## src/rtl/fxp2fp_pkg.sv

```systemverilog
// Shared constants and types for the Q1.7 -> fp32 conversion scheduler.
package fxp2fp_pkg;

   localparam int Q_W        = 8;    // signed Q1.7 sample width
   localparam int FP_W       = 32;   // IEEE-754 single width
   localparam int EXP_W      = 8;
   localparam int MANT_W     = 23;
   localparam int LEAD_W     = $clog2(Q_W);
   // 127 - 7: a leading one at magnitude bit p has weight 2^(p-7)
   localparam int EXP_OFFSET = 120;

   localparam logic [FP_W-1:0] FP_ZERO = '0;

   typedef struct packed {
      logic              sign;
      logic [EXP_W-1:0]  exponent;
      logic [MANT_W-1:0] mantissa;
   } fp32_t;

endpackage

```

## src/rtl/fxp2fp_sched_if.sv

```systemverilog
// Requester-side and result-side handshake bundle of the conversion scheduler.
interface fxp2fp_sched_if #(
   parameter int NREQ = 4,
   parameter int ID_W = $clog2(NREQ)
);

   logic [NREQ-1:0]   req_valid;
   logic [8*NREQ-1:0] req_data;   // requester i at [8i+7:8i]
   logic [NREQ-1:0]   req_ready;
   logic              out_valid;
   logic [31:0]       out_data;
   logic [ID_W-1:0]   out_id;
   logic              out_ready;

   // Traffic source / sink side (requesters plus downstream consumer)
   modport master (
      output req_valid, req_data, out_ready,
      input  req_ready, out_valid, out_data, out_id
   );

   // Scheduler side
   modport slave (
      input  req_valid, req_data, out_ready,
      output req_ready, out_valid, out_data, out_id
   );

endinterface

```

## src/rtl/fxp8_to_fp32.sv

```systemverilog
// Exact combinational conversion of a signed Q1.7 sample to fp32.
module fxp8_to_fp32
   import fxp2fp_pkg::*;
(
   input  logic [Q_W-1:0]  x,
   output logic [FP_W-1:0] f
);

   logic [Q_W-1:0]    mag;
   logic [LEAD_W-1:0] lead;
   logic [FP_W-1:0]   aligned;
   fp32_t             res;

   // Magnitude, leading-one position and left-aligned fraction
   always_comb begin
      // NOTE: every output of a combinational block gets a default first, so no path can infer a latch.
      mag     = x[Q_W-1] ? (~x + Q_W'(1)) : x;   // 0x80 yields 128, as required
      lead    = '0;
      for (int i = 0; i < Q_W; i++) begin
         if (mag[i]) lead = LEAD_W'(i);
      end
      // Shifting the leading one to bit 23 leaves the lower bits as the fraction
      aligned = {{(FP_W-Q_W){1'b0}}, mag} << (MANT_W - int'(lead));
      res.sign     = x[Q_W-1];
      res.exponent = EXP_W'(EXP_OFFSET) + EXP_W'(lead);
      res.mantissa = aligned[MANT_W-1:0];
      f = (x == '0) ? FP_ZERO : res;
   end

endmodule

```

## src/rtl/fxp2fp_sched.sv

```systemverilog
// Round-robin scheduler sharing one two-stage Q1.7 -> fp32 pipeline among NREQ requesters.
module fxp2fp_sched
   import fxp2fp_pkg::*;
#(
   parameter int NREQ = 4,
   parameter int ID_W = $clog2(NREQ)
)(
   input  logic                 clk,
   input  logic                 rst_n,
   fxp2fp_sched_if.slave        bus,
   output logic [15:0]          conv_cnt,
   output logic                 busy
);

   logic             s1_v, s2_v;
   logic [Q_W-1:0]   s1_data;
   logic [ID_W-1:0]  s1_id, s2_id;
   logic [FP_W-1:0]  s2_data, conv_data;
   logic [ID_W-1:0]  rr_ptr, grant, next_ptr, idx;
   logic [Q_W-1:0]   grant_data;
   logic             grant_found, accept;
   logic             s1_en, s2_en;

   assign s2_en  = !s2_v || bus.out_ready;
   assign s1_en  = !s1_v || s2_en;
   assign accept = grant_found && s1_en;

   // Rotating priority search starting at rr_ptr, wrapping modulo NREQ
   always_comb begin
      int sum;
      grant_found = 1'b0;
      grant       = '0;
      idx         = '0;
      sum         = 0;
      for (int k = 0; k < NREQ; k++) begin
         sum = int'(rr_ptr) + k;
         if (sum >= NREQ) sum = sum - NREQ;
         idx = ID_W'(sum);
         if (!grant_found && bus.req_valid[idx]) begin
            grant_found = 1'b1;
            grant       = idx;
         end
      end
   end

   // Select the granted sample and the pointer value that follows the grant
   always_comb begin
      grant_data = '0;
      for (int i = 0; i < NREQ; i++) begin
         if (grant == ID_W'(i)) grant_data = bus.req_data[Q_W*i +: Q_W];
      end
      next_ptr = (grant == ID_W'(NREQ-1)) ? '0 : grant + ID_W'(1);
   end

   // Only the granted requester sees ready, and only when S1 can take a sample
   always_comb begin
      bus.req_ready = '0;
      if (accept) bus.req_ready[grant] = 1'b1;
   end

   fxp8_to_fp32 u_conv (
      .x (s1_data),
      .f (conv_data)
   );

   // Pipeline stages, round-robin pointer and delivered-result counter
   always_ff @(posedge clk or negedge rst_n) begin
      if (!rst_n) begin
         s1_v     <= 1'b0;
         s1_data  <= '0;
         s1_id    <= '0;
         s2_v     <= 1'b0;
         s2_data  <= FP_ZERO;
         s2_id    <= '0;
         rr_ptr   <= '0;
         conv_cnt <= '0;
      end else begin
         // NOTE: state updates use non-blocking assignment so every register samples pre-edge values.
         if (s1_en) begin
            s1_v <= accept;
            if (accept) begin
               s1_data <= grant_data;
               s1_id   <= grant;
               rr_ptr  <= next_ptr;
            end
         end
         if (s2_en) begin
            s2_v <= s1_v;
            if (s1_v) begin
               s2_data <= conv_data;
               s2_id   <= s1_id;
            end
         end
         if (s2_v && bus.out_ready) conv_cnt <= conv_cnt + 16'd1;
      end
   end

   assign bus.out_valid = s2_v;
   assign bus.out_data  = s2_data;
   assign bus.out_id    = s2_id;
   assign busy          = s1_v || s2_v;

endmodule

```

## src/flat_wrapper.sv

```systemverilog
// flat-port wrapper written by rule: the top's interface ports become plain ports
module fxp2fp_sched_flat import fxp2fp_pkg::*;
#(
   parameter int NREQ = 4,
   parameter int ID_W = $clog2(NREQ)
)
  (clk, rst_n, conv_cnt, busy, bus_req_valid, bus_req_data, bus_out_ready, bus_req_ready, bus_out_valid, bus_out_data, bus_out_id);
  fxp2fp_sched_if #(.NREQ(NREQ), .ID_W(ID_W)) bus_i ();
  input  logic clk;
  input  logic rst_n;
  output logic [15:0] conv_cnt;
  output logic busy;
  input wire logic [$bits(bus_i.req_valid)-1:0] bus_req_valid;
  input wire logic [$bits(bus_i.req_data)-1:0] bus_req_data;
  input wire logic [$bits(bus_i.out_ready)-1:0] bus_out_ready;
  output wire logic [$bits(bus_i.req_ready)-1:0] bus_req_ready;
  output wire logic [$bits(bus_i.out_valid)-1:0] bus_out_valid;
  output wire logic [$bits(bus_i.out_data)-1:0] bus_out_data;
  output wire logic [$bits(bus_i.out_id)-1:0] bus_out_id;
  assign bus_i.req_valid = bus_req_valid;
  assign bus_i.req_data = bus_req_data;
  assign bus_i.out_ready = bus_out_ready;
  assign bus_req_ready = bus_i.req_ready;
  assign bus_out_valid = bus_i.out_valid;
  assign bus_out_data = bus_i.out_data;
  assign bus_out_id = bus_i.out_id;
  fxp2fp_sched #(.NREQ(NREQ), .ID_W(ID_W)) u_core (.clk(clk), .rst_n(rst_n), .bus(bus_i), .conv_cnt(conv_cnt), .busy(busy));
endmodule
```

## config.mk

```make
export PLATFORM = sky130hd
export DESIGN_NAME = fxp2fp_sched_flat
export DESIGN_NICKNAME = d
export VERILOG_FILES = /design/src/rtl/fxp2fp_pkg.sv /design/src/rtl/fxp2fp_sched_if.sv /design/src/rtl/fxp8_to_fp32.sv /design/src/rtl/fxp2fp_sched.sv /design/src/flat_wrapper.sv
export SDC_FILE = /design/constraint.sdc
export NUM_CORES = 1
export LEC_CHECK = 0
export BUFFER_PORTS_ARGS = -buffer_cell sky130_fd_sc_hd__clkbuf_2
export CAP_MARGIN = 20
export CORE_MARGIN = 2
export CORE_UTILIZATION = 35
export CTS_CLUSTER_SIZE = 40
export DETAILED_ROUTE_END_ITERATION = 10
export SETUP_SLACK_MARGIN = 0.15
export SYNTH_ARGS = -nofsm -noshare
export SYNTH_HDL_FRONTEND = slang
export SYNTH_HIERARCHICAL = 1
export SYNTH_SLANG_ARGS = --single-unit
```

## constraint.sdc

```tcl
create_clock -name clk -period 2.9 [get_ports clk]
set_clock_uncertainty 0.15 [all_clocks]
set_input_delay 0.58 -clock clk [delete_from_list [all_inputs] [get_ports clk]]
set_output_delay 0.58 -clock clk [all_outputs]
set_load 0.03 [all_outputs]
```

==> impl_summary.txt, run 1 <==
----------------------------------------------------
[Run status]
  Outcome ... complete, no violations

[Floorplanning]
  DIE AREA ... 11300 µm²
  Floorplan core area ... 10200 µm²
  Die Width ... 106 µm
  I/O pin count ... 95
  Die Span Y ... 106 µm
  Effective utilization at floorplan ... 35.7%
  Row count ... 37

[Drt]
  Detailed-route via count ... 2869
  Total Wirelength ... 7730 µm
  Number of detailed-routing iterations run before antenna repair ... 6
  Post-detailed-route wirelength per cell ... 12.9 µm
  Number of vias per cell ... 4.80
  Remaining antenna violation count ... 0
  Total DRC errors in the routed layout ... 0
  Initial detailed-routing violation count ... 60

[Clock network]
  Post-CTS Hold Buffers ... 0
  Clock tree from TritonCTS ... yes
  Clock latency on the worst-skew pair ... 0.33 ns
  Clock buffer depth ... 2
  Clock edge transition at the registers on the reported setup and hold paths ... 0.07 ns
  Number of levels in the clock H-tree ... 3
  # clock sinks ... 64
  Cell at the root of the clock tree ... clkbuf_8
  Total clock buffers created by CTS ... 9

[Setup path]
  Flop-to-flop setup slack ... 0.22 ns
  R2r startpoint ... u_core/s1_data[1]
  Reg-to-Reg End ... u_core/bus.out_data[22]
  WP data required ... 2.97 ns
  Crit path arrival time ... 2.76 ns
  Critical Path Source Type ... flip-flop
  Number of cells on the worst reg-to-reg path ... 9
  Kind of end point of the critical path ... flip-flop
  Crit-path max FO ... 7
  Category of the critical setup timing path ... flip-flop to flip-flop

[GRT]
  Largest net degree at the start of global routing ... 35
  Gr usage total ... 14.1%
  Global-route wire length before repair ... 12700 µm
  Number of antenna violations at the first check in global routing ... 0
  Number of global-route vias before repair ... 2788
  Overall overflow remaining after global route ... 0

[Timing]
  Total count of hold-check failures in the final report ... 0
  Worst relative slew slack ... 44.1%
  Final total negative setup slack ... 0 ns
  Setup violations, final ... 0
  Transition time at the pin with the least slew margin ... 0.835 ns
  RSZ-0062 raised after global routing ... yes
  Fin crit share ... 92.5%
  Max Fclk ... 373 MHz
  Pins Over Slew Limit ... 0
  Minimum period implied by the final worst setup slack ... 2.68 ns

[Power and ir drop]
  Static power due to leakage ... 2.09 nW
  Final total power ... 4.59 mW
  Sequential power share ... 30.1%
  Share of total power consumed by net switching ... 42.2%
  Psw ... 1.94 mW
  Clock power frac ... 18.9%
  Part of the total power dissipated in combinational logic ... 51.1%
  Cell-internal power ... 2.65 mW
  Maximum vdd ir drop ... 0.496 mV
  Power density over cell area ... 1010 nW/µm²

[Place]
  HPWL Detailed ... 5790 µm
  Placed insts ... 580
  Number of port buffers ... 94
  Routability congestion estimate ... 0.835

[Cells and area]
  Relative area change from synthesis to final layout ... 24.1%
  Non-filler instance count after layout ... 598
  Layout cell share with drive strength beyond 1 ... 40.9%
  Ant diodes ... 0
  Final net count ... 502

[Yosys]
  Number of library cell types mapped by synthesis ... 57
  Flop and latch count out of synthesis ... 64
  Avg Synthesized Cell Area ... 10.1 µm²
  Sequential-to-total area share from yosys stat ... 43.8%
  Instance count of the mapped netlist ... 362
  Primary FF master, synth ... dfrtp_1
  Fraction of synthesis flops using an asynchronous set or reset pin ... 100%
  Synthesized area ... 3660 µm²
  EDFF count, synth ... 0
  Syn. warnings ... 6

[Worst hold path]
  Worst hold path class ... primary input to async pin

[Flow run]
  Max-cap violations ... 0

----------------------------------------------------
==> state kept, by name (all words and copies together), names as in the netlist <==
signal,cells
u_core/bus.out_id,2
u_core/s1_data,8
u_core/s1_v,1
u_core/bus.out_data,32
u_core/rr_ptr,2
u_core/conv_cnt,16
u_core/bus.out_valid,1
u_core/s1_id,2
==> per-layer routing <==
metal,global-route usage (%),vias to the layer above,wire length [µm]
met2,26.2,50,4180
met1,15.7,1399,3170
met4,3.95,0,108
met5,0,-,0
met3,3.56,10,273
li1,-,1410,-
==> cell families after synthesis <==
logic type	count (synthesis)	share of synthesized area [%]
AND/OR/NAND/NOR	99	15.1
AO/OA/AOI/OAI	81	14.5
flip-flops	64	43.8
buffers and inverters	54	8.21
multiplexers	39	12.0
XOR/XNOR	18	4.31
adder cells (fa/ha/maj)	6	2.05
other	1	0.103
==> layout by cell type, fill, tap and decap left out, drive strengths merged, types with 2 or more instances in the layout <==
cell / instances
clkbuf: 102
dfrtp: 64
mux2: 38
a21oi: 37
nand2: 26
nor2: 19
conb: 18
inv: 17
o21ai: 15
xnor2: 14
buf: 13
a22oi: 10
nand2b: 9
and2: 7
nor3: 6
ha: 6
nor2b: 5
nand4: 5
nand3: 4
xor2: 4
and3: 4
o211ai: 3
clkinv: 3
bufinv: 2
nor4: 2
or2: 2
and4: 2
or3: 2
a31oi: 2
a22o: 2
nor3b: 2
a221oi: 2
==> through the flow <==
stage | cell area (µm²) | hold WS (ns) | util [%] | worst slack, ns
floorplan | 3730 | 0.134 | - | 0.153
global placement | 4200 | 0.315 | 41.1 | 0.180
detailed placement | 4200 | 0.329 | 41.1 | 0.125
CTS | 4450 | 0.0706 | 43.5 | 0.167
global route | 4540 | 0.0989 | 44.4 | 0.0806
finish | 4540 | 0.0773 | 44.4 | 0.217
==> how the worst max path moves through the flow <==
| stage | slack [ns] | start | to | depth (start not counted) |
|---|---|---|---|---|
| after global placement | 0.18 | u_core/s1_data[1] | u_core/bus.out_data[22] | 9 |
| after CTS | 0.17 | u_core/s1_data[1] | u_core/bus.out_data[22] | 9 |
| after global routing | 0.08 | u_core/s1_data[1] | u_core/bus.out_data[22] | 9 |
| final | 0.22 | u_core/s1_data[1] | u_core/bus.out_data[22] | 9 |
| after detailed placement | 0.13 | u_core/s1_data[1] | u_core/bus.out_data[20] | 9 |
| after floorplan | 0.15 | bus_req_valid[2] | bus_req_ready[3] | 7 |
==> worst max-delay path: stages (launching register included) <==
cell	delay, ns
dfrtp_1	0.43
inv_1	0.09
ha_2	0.23
nor3b_4	0.25
o221ai_4	0.17
or3b_4	0.45
o21ai_4	0.17
nor4bb_1	0.09
o311a_1	0.29
mux2_2	0.26
==> Yosys cell counts (8+ instances only) <==
master / instances / area, µm²
nand2_1: 25 / 93.8
a21oi_1: 36 / 180
inv_1: 17 / 63.8
nand2b_1: 9 / 56.3
buf_4: 21 / 158
mux2_2: 38 / 428
buf_2: 8 / 40.0
dfrtp_1: 64 / 1600
o21ai_0: 13 / 65.1
xnor2_1: 14 / 123
nor2_1: 18 / 67.6
a22oi_1: 9 / 67.6
==> what timing repair did <==
action	CTS	global route
endpoints found under the setup margin	6	7
setup buffers	0	2
resized for setup	3	18
pin swaps	2	4
gates cloned	0	0
==> power by group through the flow <==
stage / Combinational [mW] / Clock (mW) / Sequential [mW]
2_1_floorplan: 1.45 / 0 / 1.63
3_3_place_gp: 2.18 / 0 / 1.37
3_5_place_dp: 2.21 / 0 / 1.38
4_1_cts: 2.23 / 0.903 / 1.37
5_1_grt: 2.56 / 0.935 / 1.42
6_report: 2.34 / 0.866 / 1.38
==> cell type report <==
class / count / area, µm²
clock inverter: 5 / 78.8
fill: 1005 / 5690
timing repair buffer: 104 / 561
multi-input combinational: 261 / 1910
inverter: 17 / 63.8
clock buffer: 11 / 151
tap: 136 / 170
sequential: 64 / 1600
Note: power is estimated with default switching activity, not from simulation.
==> run 2: changes to the inputs <==
--- a/config.mk
+++ b/config.mk
@@ -5,6 +5,7 @@
 export SDC_FILE = /design/constraint.sdc
 export NUM_CORES = 1
 export LEC_CHECK = 0
+export ABC_AREA = 1
 export BUFFER_PORTS_ARGS = -buffer_cell sky130_fd_sc_hd__clkbuf_2
 export CAP_MARGIN = 20
 export CORE_MARGIN = 2
@@ -16,3 +17,4 @@
 export SYNTH_HDL_FRONTEND = slang
 export SYNTH_HIERARCHICAL = 1
 export SYNTH_SLANG_ARGS = --single-unit
+export TNS_END_PERCENT = 50
==> impl_summary.txt, run 2 <==
----------------------------------------------------
[Setup path]
  Category of cells accounting for the largest share of critical-path delay ... simple AND/OR/NAND/NOR gates (unchanged)
  Buffer and inverter count on the worst path ... 5 (was 1)
  Kind of end point of the critical path ... output pin (was flip-flop)
  WP data required ... 2.17 ns (was 2.97 ns)
  Max stage delay on crit path ... 0.42 ns (was 0.45 ns)
  CP dominant cell by count ... nand2_2
  Worst-path cell with the longest stage delay ... dfrtp_1 (was or3b_4)
  Cells along the critical path ... buf_6 -> nand2_2 -> nand2_2 -> nand2_2 -> nand2_2 -> nor2_4 -> buf_4 -> nand2_1 -> nand3_2 -> nand2_4 -> inv_4 -> ha_4 -> inv_2 -> nor2_4 -> buf_8 (was inv_1 -> ha_2 -> nor3b_4 -> o221ai_4 -> or3b_4 -> o21ai_4 -> nor4bb_1 -> o311a_1 -> mux2_2)
  Crit path arrival time ... 2.22 ns (was 2.76 ns)
  Crit-path max FO ... 8 (was 7)
  Category of the critical setup timing path ... flip-flop to output pin (was flip-flop to flip-flop)
  Critical Path Source Type ... flip-flop (unchanged)

[Drt]
  Detailed-route via count ... 3265 (was 2869)
  Initial detailed-routing violation count ... 143 (was 60)
  Total Wirelength ... 8330 µm (was 7730 µm)
  Remaining antenna violation count ... 0 (unchanged)
  Total DRC errors in the routed layout ... 0 (unchanged)
  Number of vias per cell ... 4.56 (was 4.80)
  Post-detailed-route wirelength per cell ... 11.6 µm (was 12.9 µm)
  Number of detailed-routing iterations run before antenna repair ... 6 (unchanged)

[Clock network]
  Cell at the root of the clock tree ... clkbuf_8 (unchanged)
  Clock latency on the worst-skew pair ... 0.33 ns (about the same)
  Total clock buffers created by CTS ... 9 (unchanged)
  Post-CTS Hold Buffers ... 0 (unchanged)
  Number of levels in the clock H-tree ... 3 (unchanged)
  # clock sinks ... 64 (unchanged)
  Clock buffer depth ... 2 (unchanged)
  Clock edge transition at the registers on the reported setup and hold paths ... 0.07 ns (about the same)
  Clock tree from TritonCTS ... yes (unchanged)

[Yosys]
  Compound-Gate Fraction of Synth Area ... 4.49% (was 14.5%)
  Flop and latch count out of synthesis ... 64 (unchanged)
  Most frequent cell after synthesis ... nand2_1 (was dfrtp_1)
  Share of synthesized cell area in and, or, nand and nor gates ... 27.0% (was 15.1%)
  Synthesized-area fraction occupied by adder cells ... 1.98% (was 2.05%)
  Primary FF master, synth ... dfrtp_1 (unchanged)
  Avg Synthesized Cell Area ... 8.31 µm² (was 10.1 µm²)
  Instance count of the mapped netlist ... 456 (was 362)
  Synthesized area ... 3790 µm² (was 3660 µm²)
  Portion of netlist area occupied by mux cells ... 10.1% (was 12.0%)
  EDFF count, synth ... 0 (unchanged)
  Largest family of logic cells by synthesized area ... simple AND/OR/NAND/NOR gates (unchanged)
  Fraction of synthesis flops using an asynchronous set or reset pin ... 100% (unchanged)
  Largest cells by area after synthesis ... dfrtp_1 (42%), nand2_1 (13%), mux2_2 (10%), buf_4 (4.8%), nand3_1 (4.1%) (was dfrtp_1 (44%), mux2_2 (12%), a21oi_1 (4.9%), buf_4 (4.3%), xnor2_1 (3.4%))
  Area share of the leading cell type in the synthesized netlist ... 42.3% (was 43.8%)
  Sequential-to-total area share from yosys stat ... 42.3% (was 43.8%)
  Syn. warnings ... 6 (unchanged)
  Cell types with the highest counts after synthesis ... nand2_1 (134), dfrtp_1 (64), inv_1 (39) (was dfrtp_1 (64), mux2_2 (38), a21oi_1 (36))
  Largest area contributor in the synthesized netlist ... dfrtp_1 (unchanged)
  Number of library cell types mapped by synthesis ... 28 (was 57)
  Post-synthesis share of cell area spent on xor and xnor gates ... 3.47% (was 4.31%)

[Timing]
  Total count of hold-check failures in the final report ... 0 (unchanged)
  Fin crit share ... 102% (was 92.5%)
  RSZ-0062 raised after global routing ... yes (unchanged)
  Worst Setup Slack, final ... -0.0513 ns (was 0.217 ns)
  Setup violations, final ... 3 (was 0)
  Max Fclk ... 339 MHz (was 373 MHz)
  Minimum period implied by the final worst setup slack ... 2.95 ns (was 2.68 ns)
  Pins Over Slew Limit ... 0 (unchanged)

[Cells and area]
  Commonest non-fill, non-tap cell in the layout ... nand2_1 (was clkbuf_2)
  Seq. cell area ... 1600 µm² (unchanged)
  Commonest cells after routing, fill and taps aside ... nand2_1 (120), clkbuf_2 (90), dfrtp_1 (63), mux2_2 (34), inv_1 (31) (was clkbuf_2 (91), dfrtp_1 (63), mux2_2 (38), a21oi_1 (34), nand2_1 (25))
  Largest register FFs ... 32 (unchanged)
  Final net count ... 622 (was 502)
  Layout cell share with drive strength beyond 1 ... 42.8% (was 40.9%)
  Ant diodes ... 0 (unchanged)
  Filler cell count ... 1037 (was 1005)
  Relative area change from synthesis to final layout ... 30.5% (was 24.1%)
  Multi-input combinational cell area ... 2030 µm² (was 1910 µm²)

[Floorplanning]
  I/O pin count ... 95 (unchanged)
  Die Width ... 108 µm (was 106 µm)
  DIE AREA ... 11700 µm² (was 11300 µm²)
  Die Span Y ... 108 µm (was 106 µm)
  Row count ... 37 (unchanged)
  Floorplan core area ... 10400 µm² (was 10200 µm²)
  Effective utilization at floorplan ... 36.4% (was 35.7%)

[Place]
  HPWL Detailed ... 5950 µm (was 5790 µm)
  Place WS ... 0.0868 ns (was 0.125 ns)
  Number of port buffers ... 94 (unchanged)
  Routability congestion estimate ... 0.839 (was 0.835)

[GRT]
  Overall overflow remaining after global route ... 0 (unchanged)
  Gr usage total ... 14.7% (was 14.1%)
  Number of global-route vias before repair ... 3212 (was 2788)
  Number of antenna violations at the first check in global routing ... 0 (unchanged)
  Global-route wire length before repair ... 14100 µm (was 12700 µm)
  Largest net degree at the start of global routing ... 36 (was 35)

[Worst hold path]
  Worst hold path class ... primary input to async pin (unchanged)

[Run status]
  Violated checks ... negative setup slack
  Outcome ... finished with violations (was complete, no violations)

[Flow run]
  Max-cap violations ... 0 (unchanged)

----------------------------------------------------
[run 2: per-stage QoR]
step | utilization [%] | std cells | TNS [ns] | area (µm²) | hold slack [ns]
floorplan | - | 473 | 0 | 3870 | 0.134
global placement | 41.9 | 680 | 0 | 4360 | 0.309
detailed placement | 41.9 | 680 | 0 | 4360 | 0.318
CTS | 46.1 | 710 | -0.0661 | 4800 | 0.109
global route | 47.5 | 716 | -0.722 | 4940 | 0.133
finish | 47.5 | 716 | -0.106 | 4940 | 0.110
[run 2: kinds of logic after synthesis]
kind of cell	count (synthesis)
and+or+nand+nor	222
buffers and inverters	80
DFF	64
AOI/OAI and AO/OA	34
muxes	34
xor gates and xnor gates	15
adders and majority gates	6
other	1
[run 2: final cells by class]
type | count | share of cell area [%]
timing repair buffer | 126 | 15.8
clock inverter | 4 | 0.962
multi-input combinational | 329 | 41.0
clock buffer | 10 | 2.58
sequential | 64 | 32.4
tap | 136 | 3.44
inverter | 47 | 3.77
[run 2: final timing paths]
check | start | end | slack (ns) | depth (start not counted)
max | u_core/rr_ptr[0] | bus_req_ready[3] | -0.05 | 15
min | rst_n | u_core/conv_cnt[13] | 0.11 | 2
max reg2reg | u_core/rr_ptr[0] | u_core/s1_id[1] | 0.08 | 20
min reg2reg | u_core/conv_cnt[15] | u_core/conv_cnt[15] | 0.32 | 1
max in group asynchronous | rst_n | u_core/bus.out_data[9] | 2.14 | 2
min in group clk | u_core/conv_cnt[15] | u_core/conv_cnt[15] | 0.32 | 1
[run 2: metal layers]
layer / track usage, % / routed length (µm) / up-vias
li1: - / - / 1648
met1: 18.6 / 3870 / 1499
met2: 24.3 / 3770 / 100
met3: 3.25 / 528 / 18
met4: 5.95 / 160 / 0
met5: 0 / 0 / -
[run 2: timing repair]
item                       in CTS  in global routing
gates resized for setup        39                 35
pin swaps                      14                 15
setup buffers                  16                  6
setup endpoints to repair       4                  9
Power of run 2 is left out: the tool's default activity adds up to more than one toggle a clock period on the data nets, which glitch-free logic cannot reach.
